==> config.mk <==
export PLATFORM = sky130hd
export DESIGN_NAME = ex_mem_stage_flat
export DESIGN_NICKNAME = d
export VERILOG_FILES = /design/src/rtl/ex_pkg.sv /design/src/rtl/ex_mem_stage_if.sv /design/src/rtl/mul_div_unit.sv /design/src/rtl/ex_mem_stage.sv /design/src/flat_wrapper.sv
export SDC_FILE = /design/constraint.sdc
export NUM_CORES = 2
export LEC_CHECK = 0
export BUFFER_PORTS_ARGS = -buffer_cell sky130_fd_sc_hd__buf_2
export CORE_AREA = 10 10 305 307
export CTS_CLUSTER_SIZE = 30
export DETAILED_ROUTE_END_ITERATION = 10
export DIE_AREA = 0 0 315 317
export GPL_TIMING_DRIVEN = 0
export PLACE_DENSITY = 0.6
export SYNTH_ARGS = -nofsm -noshare
export SYNTH_HDL_FRONTEND = slang
export SYNTH_SLANG_ARGS = --single-unit
==> constraint.sdc <==
create_clock -name clk -period 10 [get_ports clk]
set_input_delay 1 -clock clk [delete_from_list [all_inputs] [get_ports clk]]
set_output_delay 1 -clock clk [all_outputs]
set_load 0.05 [all_outputs]
==> src/rtl/ex_pkg.sv <==
// Shared definitions for the execute stage: ALU/funct encodings, mult/div FSM
// states and the EX/MEM register layout.
package ex_pkg;

    localparam int SIZE = 32;

    localparam logic [2:0] ALU_ADD   = 3'b000;
    localparam logic [2:0] ALU_SUB   = 3'b001;
    localparam logic [2:0] ALU_RTYPE = 3'b010;
    localparam logic [2:0] ALU_AND   = 3'b011;
    localparam logic [2:0] ALU_OR    = 3'b100;
    localparam logic [2:0] ALU_SLT   = 3'b101;
    localparam logic [2:0] ALU_XOR   = 3'b110;
    localparam logic [2:0] ALU_ADD2  = 3'b111;

    localparam logic [5:0] F_SLL   = 6'h00;
    localparam logic [5:0] F_SRL   = 6'h02;
    localparam logic [5:0] F_SRA   = 6'h03;
    localparam logic [5:0] F_MFHI  = 6'h10;
    localparam logic [5:0] F_MFLO  = 6'h12;
    localparam logic [5:0] F_MULT  = 6'h18;
    localparam logic [5:0] F_MULTU = 6'h19;
    localparam logic [5:0] F_DIV   = 6'h1A;
    localparam logic [5:0] F_DIVU  = 6'h1B;
    localparam logic [5:0] F_ADD   = 6'h20;
    localparam logic [5:0] F_ADDU  = 6'h21;
    localparam logic [5:0] F_SUB   = 6'h22;
    localparam logic [5:0] F_SUBU  = 6'h23;
    localparam logic [5:0] F_AND   = 6'h24;
    localparam logic [5:0] F_OR    = 6'h25;
    localparam logic [5:0] F_XOR   = 6'h26;
    localparam logic [5:0] F_NOR   = 6'h27;
    localparam logic [5:0] F_SLT   = 6'h2A;
    localparam logic [5:0] F_SLTU  = 6'h2B;

    localparam logic [0:0] MD_IDLE = 1'b0;
    localparam logic [0:0] MD_BUSY = 1'b1;

    typedef struct packed {
        logic [SIZE-1:0] alu_result;
        logic            zero;
        logic [SIZE-1:0] write_data;
        logic [4:0]      write_reg;
        logic [SIZE-1:0] branch_target;
        logic            mem_to_reg;
        logic            reg_write;
        logic            mem_read;
        logic            mem_write;
        logic            branch;
    } exmem_t;

    function automatic logic is_md_funct(input logic [5:0] f);
        return (f == F_MULT) || (f == F_MULTU) || (f == F_DIV) || (f == F_DIVU);
    endfunction

    function automatic logic uses_hilo(input logic [5:0] f);
        return is_md_funct(f) || (f == F_MFHI) || (f == F_MFLO);
    endfunction

endpackage

==> src/rtl/ex_mem_stage_if.sv <==
// ID/EX inputs and EX/MEM outputs of the execute stage, plus mult/div status.
// Handshake: no valid/ready; hit advances everything, md_stall asks upstream to hold and re-present.
interface ex_mem_stage_if;
    import ex_pkg::*;

    logic [SIZE-1:0] readData1;
    logic [SIZE-1:0] readData2;
    logic [SIZE-1:0] signExImmediate;
    logic [SIZE-1:0] nextPc;
    logic            RegDst;
    logic            ALUSrc;
    logic            MemtoReg;
    logic            RegWrite;
    logic            MemRead;
    logic            MemWrite;
    logic            Branch;
    logic [2:0]      ALUOp;
    logic [4:0]      rt;
    logic [4:0]      rd;
    logic [5:0]      funct;

    logic [SIZE-1:0] aluResult_OUT;
    logic            zero_OUT;
    logic [SIZE-1:0] writeData_OUT;
    logic [4:0]      writeReg_OUT;
    logic [SIZE-1:0] branchTarget_OUT;
    logic            MemtoReg_OUT;
    logic            RegWrite_OUT;
    logic            MemRead_OUT;
    logic            MemWrite_OUT;
    logic            Branch_OUT;
    logic            md_busy;
    logic            md_stall;
    logic [0:0]      md_state;
    logic [4:0]      md_count;

    modport master (
        output readData1, readData2, signExImmediate, nextPc,
        output RegDst, ALUSrc, MemtoReg, RegWrite, MemRead, MemWrite, Branch,
        output ALUOp, rt, rd, funct,
        input  aluResult_OUT, zero_OUT, writeData_OUT, writeReg_OUT, branchTarget_OUT,
        input  MemtoReg_OUT, RegWrite_OUT, MemRead_OUT, MemWrite_OUT, Branch_OUT,
        input  md_busy, md_stall, md_state, md_count
    );

    modport slave (
        input  readData1, readData2, signExImmediate, nextPc,
        input  RegDst, ALUSrc, MemtoReg, RegWrite, MemRead, MemWrite, Branch,
        input  ALUOp, rt, rd, funct,
        output aluResult_OUT, zero_OUT, writeData_OUT, writeReg_OUT, branchTarget_OUT,
        output MemtoReg_OUT, RegWrite_OUT, MemRead_OUT, MemWrite_OUT, Branch_OUT,
        output md_busy, md_stall, md_state, md_count
    );

endinterface

==> src/rtl/mul_div_unit.sv <==
// Iterative 32-step shift-add multiplier / restoring divider owning HI and LO.
// Signed ops run on magnitudes and are sign-corrected when HI/LO are written.
module mul_div_unit
    import ex_pkg::*;
(
    input  logic            clk,
    input  logic            rst_n,
    input  logic            hit,
    input  logic            start,
    input  logic            op_div,
    input  logic            op_signed,
    input  logic [SIZE-1:0] a,
    input  logic [SIZE-1:0] b,
    output logic            busy,
    output logic [SIZE-1:0] hi,
    output logic [SIZE-1:0] lo,
    output logic [0:0]      state,
    output logic [4:0]      count
);

    logic [0:0]      state_q, state_d;
    logic [4:0]      count_q, count_d;
    logic [SIZE-1:0] hi_q, hi_d, lo_q, lo_d;
    logic [SIZE-1:0] acc_hi_q, acc_hi_d, acc_lo_q, acc_lo_d;
    logic [SIZE-1:0] opnd_q, opnd_d, dividend_q, dividend_d;
    logic            is_div_q, is_div_d, neg_q, neg_d, rem_neg_q, rem_neg_d, dz_q, dz_d;

    logic [SIZE:0]     sum, shifted, diff;
    logic [SIZE-1:0]   step_hi, step_lo, mag_a, mag_b;
    logic [2*SIZE-1:0] prod;
    logic              sa, sb;

    always_comb begin
        sa    = op_signed & a[SIZE-1];
        sb    = op_signed & b[SIZE-1];
        mag_a = sa ? -a : a;
        mag_b = sb ? -b : b;

        sum     = {1'b0, acc_hi_q} + (acc_lo_q[0] ? {1'b0, opnd_q} : '0);
        shifted = {acc_hi_q, acc_lo_q[SIZE-1]};
        diff    = shifted - {1'b0, opnd_q};
        if (is_div_q) begin
            // Restoring step: keep the difference only when it did not go negative.
            if (!diff[SIZE]) begin
                step_hi = diff[SIZE-1:0];
                step_lo = {acc_lo_q[SIZE-2:0], 1'b1};
            end else begin
                step_hi = shifted[SIZE-1:0];
                step_lo = {acc_lo_q[SIZE-2:0], 1'b0};
            end
        end else begin
            step_hi = sum[SIZE:1];
            step_lo = {sum[0], acc_lo_q[SIZE-1:1]};
        end
        prod = neg_q ? -{step_hi, step_lo} : {step_hi, step_lo};
    end

    always_comb begin
        state_d    = state_q;
        count_d    = count_q;
        hi_d       = hi_q;
        lo_d       = lo_q;
        acc_hi_d   = acc_hi_q;
        acc_lo_d   = acc_lo_q;
        opnd_d     = opnd_q;
        dividend_d = dividend_q;
        is_div_d   = is_div_q;
        neg_d      = neg_q;
        rem_neg_d  = rem_neg_q;
        dz_d       = dz_q;
        if (hit) begin
            case (state_q)
                MD_IDLE: begin
                    if (start) begin
                        state_d    = MD_BUSY;
                        count_d    = '0;
                        acc_hi_d   = '0;
                        acc_lo_d   = op_div ? mag_a : mag_b;
                        opnd_d     = op_div ? mag_b : mag_a;
                        dividend_d = a;
                        is_div_d   = op_div;
                        neg_d      = sa ^ sb;
                        rem_neg_d  = sa;
                        dz_d       = op_div & (b == '0);
                    end
                end
                default: begin
                    acc_hi_d = step_hi;
                    acc_lo_d = step_lo;
                    count_d  = count_q + 5'd1;
                    if (count_q == 5'd31) begin
                        state_d = MD_IDLE;
                        count_d = '0;
                        if (!is_div_q) begin
                            hi_d = prod[2*SIZE-1:SIZE];
                            lo_d = prod[SIZE-1:0];
                        end else if (dz_q) begin
                            hi_d = dividend_q;
                            lo_d = '1;
                        end else begin
                            hi_d = rem_neg_q ? -step_hi : step_hi;
                            lo_d = neg_q ? -step_lo : step_lo;
                        end
                    end
                end
            endcase
        end
    end

    always_ff @(negedge clk or negedge rst_n) begin
        if (!rst_n) begin
            state_q    <= MD_IDLE;
            count_q    <= '0;
            hi_q       <= '0;
            lo_q       <= '0;
            acc_hi_q   <= '0;
            acc_lo_q   <= '0;
            opnd_q     <= '0;
            dividend_q <= '0;
            is_div_q   <= 1'b0;
            neg_q      <= 1'b0;
            rem_neg_q  <= 1'b0;
            dz_q       <= 1'b0;
        end else begin
            state_q    <= state_d;
            count_q    <= count_d;
            hi_q       <= hi_d;
            lo_q       <= lo_d;
            acc_hi_q   <= acc_hi_d;
            acc_lo_q   <= acc_lo_d;
            opnd_q     <= opnd_d;
            dividend_q <= dividend_d;
            is_div_q   <= is_div_d;
            neg_q      <= neg_d;
            rem_neg_q  <= rem_neg_d;
            dz_q       <= dz_d;
        end
    end

    assign busy  = (state_q == MD_BUSY);
    assign hi    = hi_q;
    assign lo    = lo_q;
    assign state = state_q;
    assign count = count_q;

endmodule

==> src/rtl/ex_mem_stage.sv <==
// Execute stage: ALU decode and datapath, branch target, destination select,
// mult/div interlock and the falling-edge EX/MEM register.
module ex_mem_stage
    import ex_pkg::*;
(
    input  logic           clk,
    input  logic           rst_n,
    input  logic           hit,
    ex_mem_stage_if.slave  bus
);

    exmem_t exmem_q, exmem_d;

    logic [SIZE-1:0] b_op, alu_res, sra_res, hi, lo;
    logic [4:0]      shamt;
    logic            is_rtype, md_op, md_start, md_busy, md_stall, bubble;
    logic [0:0]      md_state;
    logic [4:0]      md_count;

    assign b_op     = bus.ALUSrc ? bus.signExImmediate : bus.readData2;
    assign shamt    = bus.signExImmediate[10:6];
    assign sra_res  = $signed(bus.readData2) >>> shamt;
    assign is_rtype = (bus.ALUOp == ALU_RTYPE);
    assign md_op    = is_rtype & is_md_funct(bus.funct);
    // Anything touching HI/LO waits until the unit is idle, including the completion edge.
    assign md_stall = md_busy & is_rtype & uses_hilo(bus.funct);
    assign md_start = hit & md_op & ~md_stall;
    assign bubble   = md_op | md_stall;

    always_comb begin
        alu_res = '0;
        case (bus.ALUOp)
            ALU_ADD, ALU_ADD2: alu_res = bus.readData1 + b_op;
            ALU_SUB:           alu_res = bus.readData1 - b_op;
            ALU_AND:           alu_res = bus.readData1 & b_op;
            ALU_OR:            alu_res = bus.readData1 | b_op;
            ALU_XOR:           alu_res = bus.readData1 ^ b_op;
            ALU_SLT:           alu_res = {31'b0, $signed(bus.readData1) < $signed(b_op)};
            default: begin
                case (bus.funct)
                    F_ADD, F_ADDU: alu_res = bus.readData1 + b_op;
                    F_SUB, F_SUBU: alu_res = bus.readData1 - b_op;
                    F_AND:         alu_res = bus.readData1 & b_op;
                    F_OR:          alu_res = bus.readData1 | b_op;
                    F_XOR:         alu_res = bus.readData1 ^ b_op;
                    F_NOR:         alu_res = ~(bus.readData1 | b_op);
                    F_SLT:         alu_res = {31'b0, $signed(bus.readData1) < $signed(b_op)};
                    F_SLTU:        alu_res = {31'b0, bus.readData1 < b_op};
                    F_SLL:         alu_res = bus.readData2 << shamt;
                    F_SRL:         alu_res = bus.readData2 >> shamt;
                    F_SRA:         alu_res = sra_res;
                    F_MFHI:        alu_res = hi;
                    F_MFLO:        alu_res = lo;
                    default:       alu_res = '0;
                endcase
            end
        endcase
    end

    always_comb begin
        exmem_d = '0;
        if (!bubble) begin
            exmem_d.alu_result    = alu_res;
            exmem_d.zero          = (alu_res == '0);
            exmem_d.write_data    = bus.readData2;
            exmem_d.write_reg     = bus.RegDst ? bus.rd : bus.rt;
            exmem_d.branch_target = bus.nextPc + {bus.signExImmediate[SIZE-3:0], 2'b00};
            exmem_d.mem_to_reg    = bus.MemtoReg;
            exmem_d.reg_write     = bus.RegWrite;
            exmem_d.mem_read      = bus.MemRead;
            exmem_d.mem_write     = bus.MemWrite;
            exmem_d.branch        = bus.Branch;
        end
    end

    always_ff @(negedge clk or negedge rst_n) begin
        if (!rst_n) begin
            exmem_q <= '0;
        end else if (hit) begin
            exmem_q <= exmem_d;
        end
    end

    mul_div_unit u_md (
        .clk       (clk),
        .rst_n     (rst_n),
        .hit       (hit),
        .start     (md_start),
        .op_div    (bus.funct[1]),
        .op_signed (~bus.funct[0]),
        .a         (bus.readData1),
        .b         (bus.readData2),
        .busy      (md_busy),
        .hi        (hi),
        .lo        (lo),
        .state     (md_state),
        .count     (md_count)
    );

    assign bus.aluResult_OUT    = exmem_q.alu_result;
    assign bus.zero_OUT         = exmem_q.zero;
    assign bus.writeData_OUT    = exmem_q.write_data;
    assign bus.writeReg_OUT     = exmem_q.write_reg;
    assign bus.branchTarget_OUT = exmem_q.branch_target;
    assign bus.MemtoReg_OUT     = exmem_q.mem_to_reg;
    assign bus.RegWrite_OUT     = exmem_q.reg_write;
    assign bus.MemRead_OUT      = exmem_q.mem_read;
    assign bus.MemWrite_OUT     = exmem_q.mem_write;
    assign bus.Branch_OUT       = exmem_q.branch;
    assign bus.md_busy          = md_busy;
    assign bus.md_stall         = md_stall;
    assign bus.md_state         = md_state;
    assign bus.md_count         = md_count;

endmodule
==> src/flat_wrapper.sv <==
// flat-port wrapper written by rule: the top's interface ports become plain ports
module ex_mem_stage_flat import ex_pkg::*;
  (clk, rst_n, hit, bus_readData1, bus_readData2, bus_signExImmediate, bus_nextPc, bus_RegDst, bus_ALUSrc, bus_MemtoReg, bus_RegWrite, bus_MemRead, bus_MemWrite, bus_Branch, bus_ALUOp, bus_rt, bus_rd, bus_funct, bus_aluResult_OUT, bus_zero_OUT, bus_writeData_OUT, bus_writeReg_OUT, bus_branchTarget_OUT, bus_MemtoReg_OUT, bus_RegWrite_OUT, bus_MemRead_OUT, bus_MemWrite_OUT, bus_Branch_OUT, bus_md_busy, bus_md_stall, bus_md_state, bus_md_count);
  ex_mem_stage_if bus_i ();
  input  logic clk;
  input  logic rst_n;
  input  logic hit;
  input wire logic [$bits(bus_i.readData1)-1:0] bus_readData1;
  input wire logic [$bits(bus_i.readData2)-1:0] bus_readData2;
  input wire logic [$bits(bus_i.signExImmediate)-1:0] bus_signExImmediate;
  input wire logic [$bits(bus_i.nextPc)-1:0] bus_nextPc;
  input wire logic [$bits(bus_i.RegDst)-1:0] bus_RegDst;
  input wire logic [$bits(bus_i.ALUSrc)-1:0] bus_ALUSrc;
  input wire logic [$bits(bus_i.MemtoReg)-1:0] bus_MemtoReg;
  input wire logic [$bits(bus_i.RegWrite)-1:0] bus_RegWrite;
  input wire logic [$bits(bus_i.MemRead)-1:0] bus_MemRead;
  input wire logic [$bits(bus_i.MemWrite)-1:0] bus_MemWrite;
  input wire logic [$bits(bus_i.Branch)-1:0] bus_Branch;
  input wire logic [$bits(bus_i.ALUOp)-1:0] bus_ALUOp;
  input wire logic [$bits(bus_i.rt)-1:0] bus_rt;
  input wire logic [$bits(bus_i.rd)-1:0] bus_rd;
  input wire logic [$bits(bus_i.funct)-1:0] bus_funct;
  output wire logic [$bits(bus_i.aluResult_OUT)-1:0] bus_aluResult_OUT;
  output wire logic [$bits(bus_i.zero_OUT)-1:0] bus_zero_OUT;
  output wire logic [$bits(bus_i.writeData_OUT)-1:0] bus_writeData_OUT;
  output wire logic [$bits(bus_i.writeReg_OUT)-1:0] bus_writeReg_OUT;
  output wire logic [$bits(bus_i.branchTarget_OUT)-1:0] bus_branchTarget_OUT;
  output wire logic [$bits(bus_i.MemtoReg_OUT)-1:0] bus_MemtoReg_OUT;
  output wire logic [$bits(bus_i.RegWrite_OUT)-1:0] bus_RegWrite_OUT;
  output wire logic [$bits(bus_i.MemRead_OUT)-1:0] bus_MemRead_OUT;
  output wire logic [$bits(bus_i.MemWrite_OUT)-1:0] bus_MemWrite_OUT;
  output wire logic [$bits(bus_i.Branch_OUT)-1:0] bus_Branch_OUT;
  output wire logic [$bits(bus_i.md_busy)-1:0] bus_md_busy;
  output wire logic [$bits(bus_i.md_stall)-1:0] bus_md_stall;
  output wire logic [$bits(bus_i.md_state)-1:0] bus_md_state;
  output wire logic [$bits(bus_i.md_count)-1:0] bus_md_count;
  assign bus_i.readData1 = bus_readData1;
  assign bus_i.readData2 = bus_readData2;
  assign bus_i.signExImmediate = bus_signExImmediate;
  assign bus_i.nextPc = bus_nextPc;
  assign bus_i.RegDst = bus_RegDst;
  assign bus_i.ALUSrc = bus_ALUSrc;
  assign bus_i.MemtoReg = bus_MemtoReg;
  assign bus_i.RegWrite = bus_RegWrite;
  assign bus_i.MemRead = bus_MemRead;
  assign bus_i.MemWrite = bus_MemWrite;
  assign bus_i.Branch = bus_Branch;
  assign bus_i.ALUOp = bus_ALUOp;
  assign bus_i.rt = bus_rt;
  assign bus_i.rd = bus_rd;
  assign bus_i.funct = bus_funct;
  assign bus_aluResult_OUT = bus_i.aluResult_OUT;
  assign bus_zero_OUT = bus_i.zero_OUT;
  assign bus_writeData_OUT = bus_i.writeData_OUT;
  assign bus_writeReg_OUT = bus_i.writeReg_OUT;
  assign bus_branchTarget_OUT = bus_i.branchTarget_OUT;
  assign bus_MemtoReg_OUT = bus_i.MemtoReg_OUT;
  assign bus_RegWrite_OUT = bus_i.RegWrite_OUT;
  assign bus_MemRead_OUT = bus_i.MemRead_OUT;
  assign bus_MemWrite_OUT = bus_i.MemWrite_OUT;
  assign bus_Branch_OUT = bus_i.Branch_OUT;
  assign bus_md_busy = bus_i.md_busy;
  assign bus_md_stall = bus_i.md_stall;
  assign bus_md_state = bus_i.md_state;
  assign bus_md_count = bus_i.md_count;
  ex_mem_stage u_core (.clk(clk), .rst_n(rst_n), .hit(hit), .bus(bus_i));
endmodule
==> impl_metrics.toml <==
[global_route]
track_usage_pct = 34.48
grt_pass1_wl_um = 255800
grt-ovfl-total = 0
antenna_found_initial = 15
grt_max_degree = 109
grt_pass1_vias = 36440

[synthesis]
synthCells = 4231
yosys_warnings = 0
netlist_area_um2 = 33580
synth_flop_cell = "dfrtn_1"
synth_edf_count = 0
synthDistinctLibCells = 96
synthArstFlopShare_pct = 100.0
ys_seq_elements = 309
syn_nets = 4605
ys_seq_area_share_pct = 23.03
syn_avg_cell_area_um2 = 7.937

[clock_tree]
clk_path_buf_depth = 3
clk_pin_slew_worst_paths_ps = 40
cts_sinks = 309
cts_max_level = 2
cts_made_buffers = 42
cts_tree = "done"
ctsHoldBuffers = 0
clock_latency_ps = 600
cts-root-buf = "clkbuf_16"

[routing]
wl_per_cell_um = 30.86
num_vias = 38430
vias_per_cell = 6.589
ant_nets = 0
routed_wl_um = 180000
route.detailed.drc = 0
dr.pass1.iters = 6
drt-initial-drc-count = 4921

[worst_setup_path]
r2r_end = "u_core.u_md.hi[24]"
required_ps = 5630
crit_type = "primary input to flop"
worst-path-max-fanout = 10
arrival_ps = 6070
path_buf_inv = 3
crit_path_max_incr_delay_ps = 480
r2r_cells = 23
crit_path_end_kind = "flop"
cp_slowest_cell = "nor4_4"
rrSetupSlack_ps = 250
cp_cell_sequence = "clkbuf_16 > clkbuf_8 > mux2i_4 > ha_1 > clkbuf_2 > o21ai_0 > a21oi_1 > o21ai_0 > a221oi_2 > o21ai_0 > o21ai_0 > nand3_1 > nor3b_1 > and4b_2 > and4_1 > nand4_1 > nor4_4 > a32o_1"
crit_path_start_kind = "primary input"
reg2reg_from = "u_core.u_md.is_div_q"
cp_top_family = "compound AO/OA/AOI/OAI gates"
cp.depth = 18
crit_top_cell = "o21ai_0"

[final_layout]
fin_nets = 5013
nFillCells = 8835
mostFrequentLayoutCell = "o21ai_0"
area.growth.synth_to_final_pct = 19.80
final_cells = 5833
drive_gt1_share_pct = 17.14
mostFrequentLayoutCells = "406 x o21ai_0, 401 x nand2_1, 313 x nor2_1, 309 x dfrtn_1, 271 x a21oi_1"

[sta]
setup_viol = 5
finalHoldViolCount = 0
hold_slack_ps = 428.9
slew_violations = 0
worstMarginPinSlew_ps = 1419
relSlewSlack_pct = 4.035
finClkSkew_ps = 26.53
timing.final.ws_setup_ps = -442.4
rsz0062_at_grt = "yes"

[floorplanning]
ios = 272
initial_core_util_pct = 38.77
core_area_um2 = 86620
dieArea_um2 = 99860
die_w_um = 315
die_y_um = 317
std_cell_rows = 108

[placed_design]
gp_congestion = 1.093
place_hpwl_um = 144500
dp.cells = 5652
port_buffers = 263

[hold_path]
holdPathStages = 1
whs_endpoint = "u_core.bus.aluResult_OUT[12]"
hold_class = "flop to flop"
hp-start = "u_core.bus.aluResult_OUT[12]"

[job]
max_cap_violations = 0

[power]
p_leak_uw = 0.01748
peakVddDrop_mv = 0.2139
power_density_nw_per_um2 = 213.9
p_total_uw = 8604

[run_status]
violations = "setup timing"
status = "complete, but fails checks"
==> state kept, by name (all words and copies together) (netlist names), 5 cells and up <==
signal,flops
u_core.bus.aluResult_OUT,32
u_core.bus.branchTarget_OUT,32
u_core.bus.writeData_OUT,32
u_core.bus.writeReg_OUT,5
u_core.u_md.acc_hi_q,32
u_core.u_md.acc_lo_q,32
u_core.u_md.count,5
u_core.u_md.dividend_q,32
u_core.u_md.hi,32
u_core.u_md.lo,32
u_core.u_md.opnd_q,32
==> cells by family (layout without fill, tap and decap cells) <==
family / Yosys count / in the layout / share of synthesized area (%)
buffers and inverters: 523 / 964 / 5.902
muxes: 254 / 254 / 10.27
other: 0 / 6 / 0
and+or+nand+nor: 1208 / 1208 / 16.93
adders and majority gates: 218 / 218 / 8.227
xor gates and xnor gates: 238 / 238 / 6.207
AOI/OAI and AO/OA: 1481 / 1481 / 29.44
DFF: 309 / 309 / 23.03
==> power breakdown <==
| group | internal, uW | switching (uW) | total [uW] |
|---|---|---|---|
| registers | 1540 | 325 | 1870 |
| logic | 1760 | 3350 | 5110 |
| clock network | 947 | 683 | 1630 |
| total | 4250 | 4350 | 8600 |
==> cells in the mapped netlist, types with 11 or more instances <==
| cell | n | share of area (%) |
|---|---|---|
| o21ai_0 | 416 | 6.2 |
| nand2_1 | 405 | 4.5 |
| nor2_1 | 313 | 3.5 |
| dfrtn_1 | 309 | 23 |
| a21oi_1 | 288 | 4.3 |
| clkbuf_1 | 280 | 3.1 |
| ha_1 | 212 | 7.9 |
| inv_1 | 195 | 2.2 |
| mux2i_1 | 159 | 4.7 |
| xnor2_1 | 158 | 4.1 |
| a22o_1 | 82 | 2.1 |
| nor3_1 | 80 | 1.2 |
| xor2_1 | 80 | 2.1 |
| nand3_1 | 78 | 1.2 |
| a31oi_1 | 75 | 1.4 |
| mux4_2 | 70 | 4.7 |
| o211ai_1 | 66 | 1.5 |
| and2_1 | 59 | 1.1 |
| a21o_1 | 55 | 1.2 |
| a211oi_1 | 46 | 1.0 |
| buf_1 | 39 | 0.44 |
| nand2b_1 | 39 | 0.73 |
| a221oi_1 | 35 | 0.91 |
| and3_1 | 34 | 0.63 |
| o31ai_1 | 34 | 0.76 |
| or3_1 | 33 | 0.61 |
| o22a_1 | 32 | 0.83 |
| o2bb2ai_1 | 32 | 0.83 |
| o21a_1 | 31 | 0.69 |
| nand4_1 | 30 | 0.56 |
| nor2b_1 | 29 | 0.54 |
| nor4_1 | 29 | 0.54 |
| o21bai_1 | 29 | 0.65 |
| mux2_2 | 25 | 0.84 |
| o221ai_1 | 25 | 0.65 |
| or2_2 | 22 | 0.41 |
| o22ai_1 | 20 | 0.37 |
| a222oi_1 | 19 | 0.57 |
| a22oi_1 | 18 | 0.40 |
| a311oi_1 | 18 | 0.47 |
| o41ai_1 | 18 | 0.47 |
| a221o_1 | 17 | 0.51 |
| a211o_1 | 14 | 0.37 |
| nor3b_1 | 11 | 0.25 |
==> area by class of cell <==
cell class | count | area, um^2 | area share, %
clock buffer | 58 | 1192 | 2.964
antenna | 6 | 15.01 | 0.03732
timing repair buffer | 379 | 2328 | 5.788
inverter | 195 | 737.0 | 1.832
multi-input combinational | 3399 | 24850 | 61.77
sequential | 309 | 7732 | 19.22
clock inverter | 19 | 246.5 | 0.6127
buffer | 313 | 1685 | 4.189
tap | 1155 | 1445 | 3.592
==> through the flow <==
stage	utilization, %	setup WS [ps]	TNS, ps	instance area [um^2]
final	46.45	-442.4	-1050	40230
after global routing	46.44	-394.6	-1323	40230
after CTS	45.61	-376.0	-876.0	39500
after detailed placement	42.43	-2865	-104890	36750
after global placement	42.33	-3165	-1066650	36670
after floorplan	-	-181.5	-324.6	33910
==> layer usage <==
layer / global-route usage [%] / wire length (um) / vias to the layer above
met5: 0 / 92 / -
met3: 10.09 / 20460 / 605
met4: 22.13 / 14070 / 18
met1: 42.73 / 68900 / 18800
li1: - / - / 16500
met2: 51.98 / 76480 / 2513
==> what timing repair did <==
| item | CTS | global route |
|---|---|---|
| setup endpoints to repair | 88 | 43 |
| resized for setup | 187 | 124 |
| pin swaps | 50 | 53 |
| buffers inserted | 58 | 56 |
==> how the worst max path moves through the flow <==
stage                                 from                     endpoint
floorplan                       bus_ALUSrc          u_core.bus.zero_OUT
global placement                     rst_n  u_core.bus.aluResult_OUT[6]
detailed placement  bus_signExImmediate[9]          u_core.bus.zero_OUT
CTS                             bus_ALUSrc          u_core.bus.zero_OUT
global route                    bus_ALUSrc          u_core.bus.zero_OUT
finish                          bus_ALUSrc          u_core.bus.zero_OUT
Note: power is estimated with default switching activity, not from simulation.
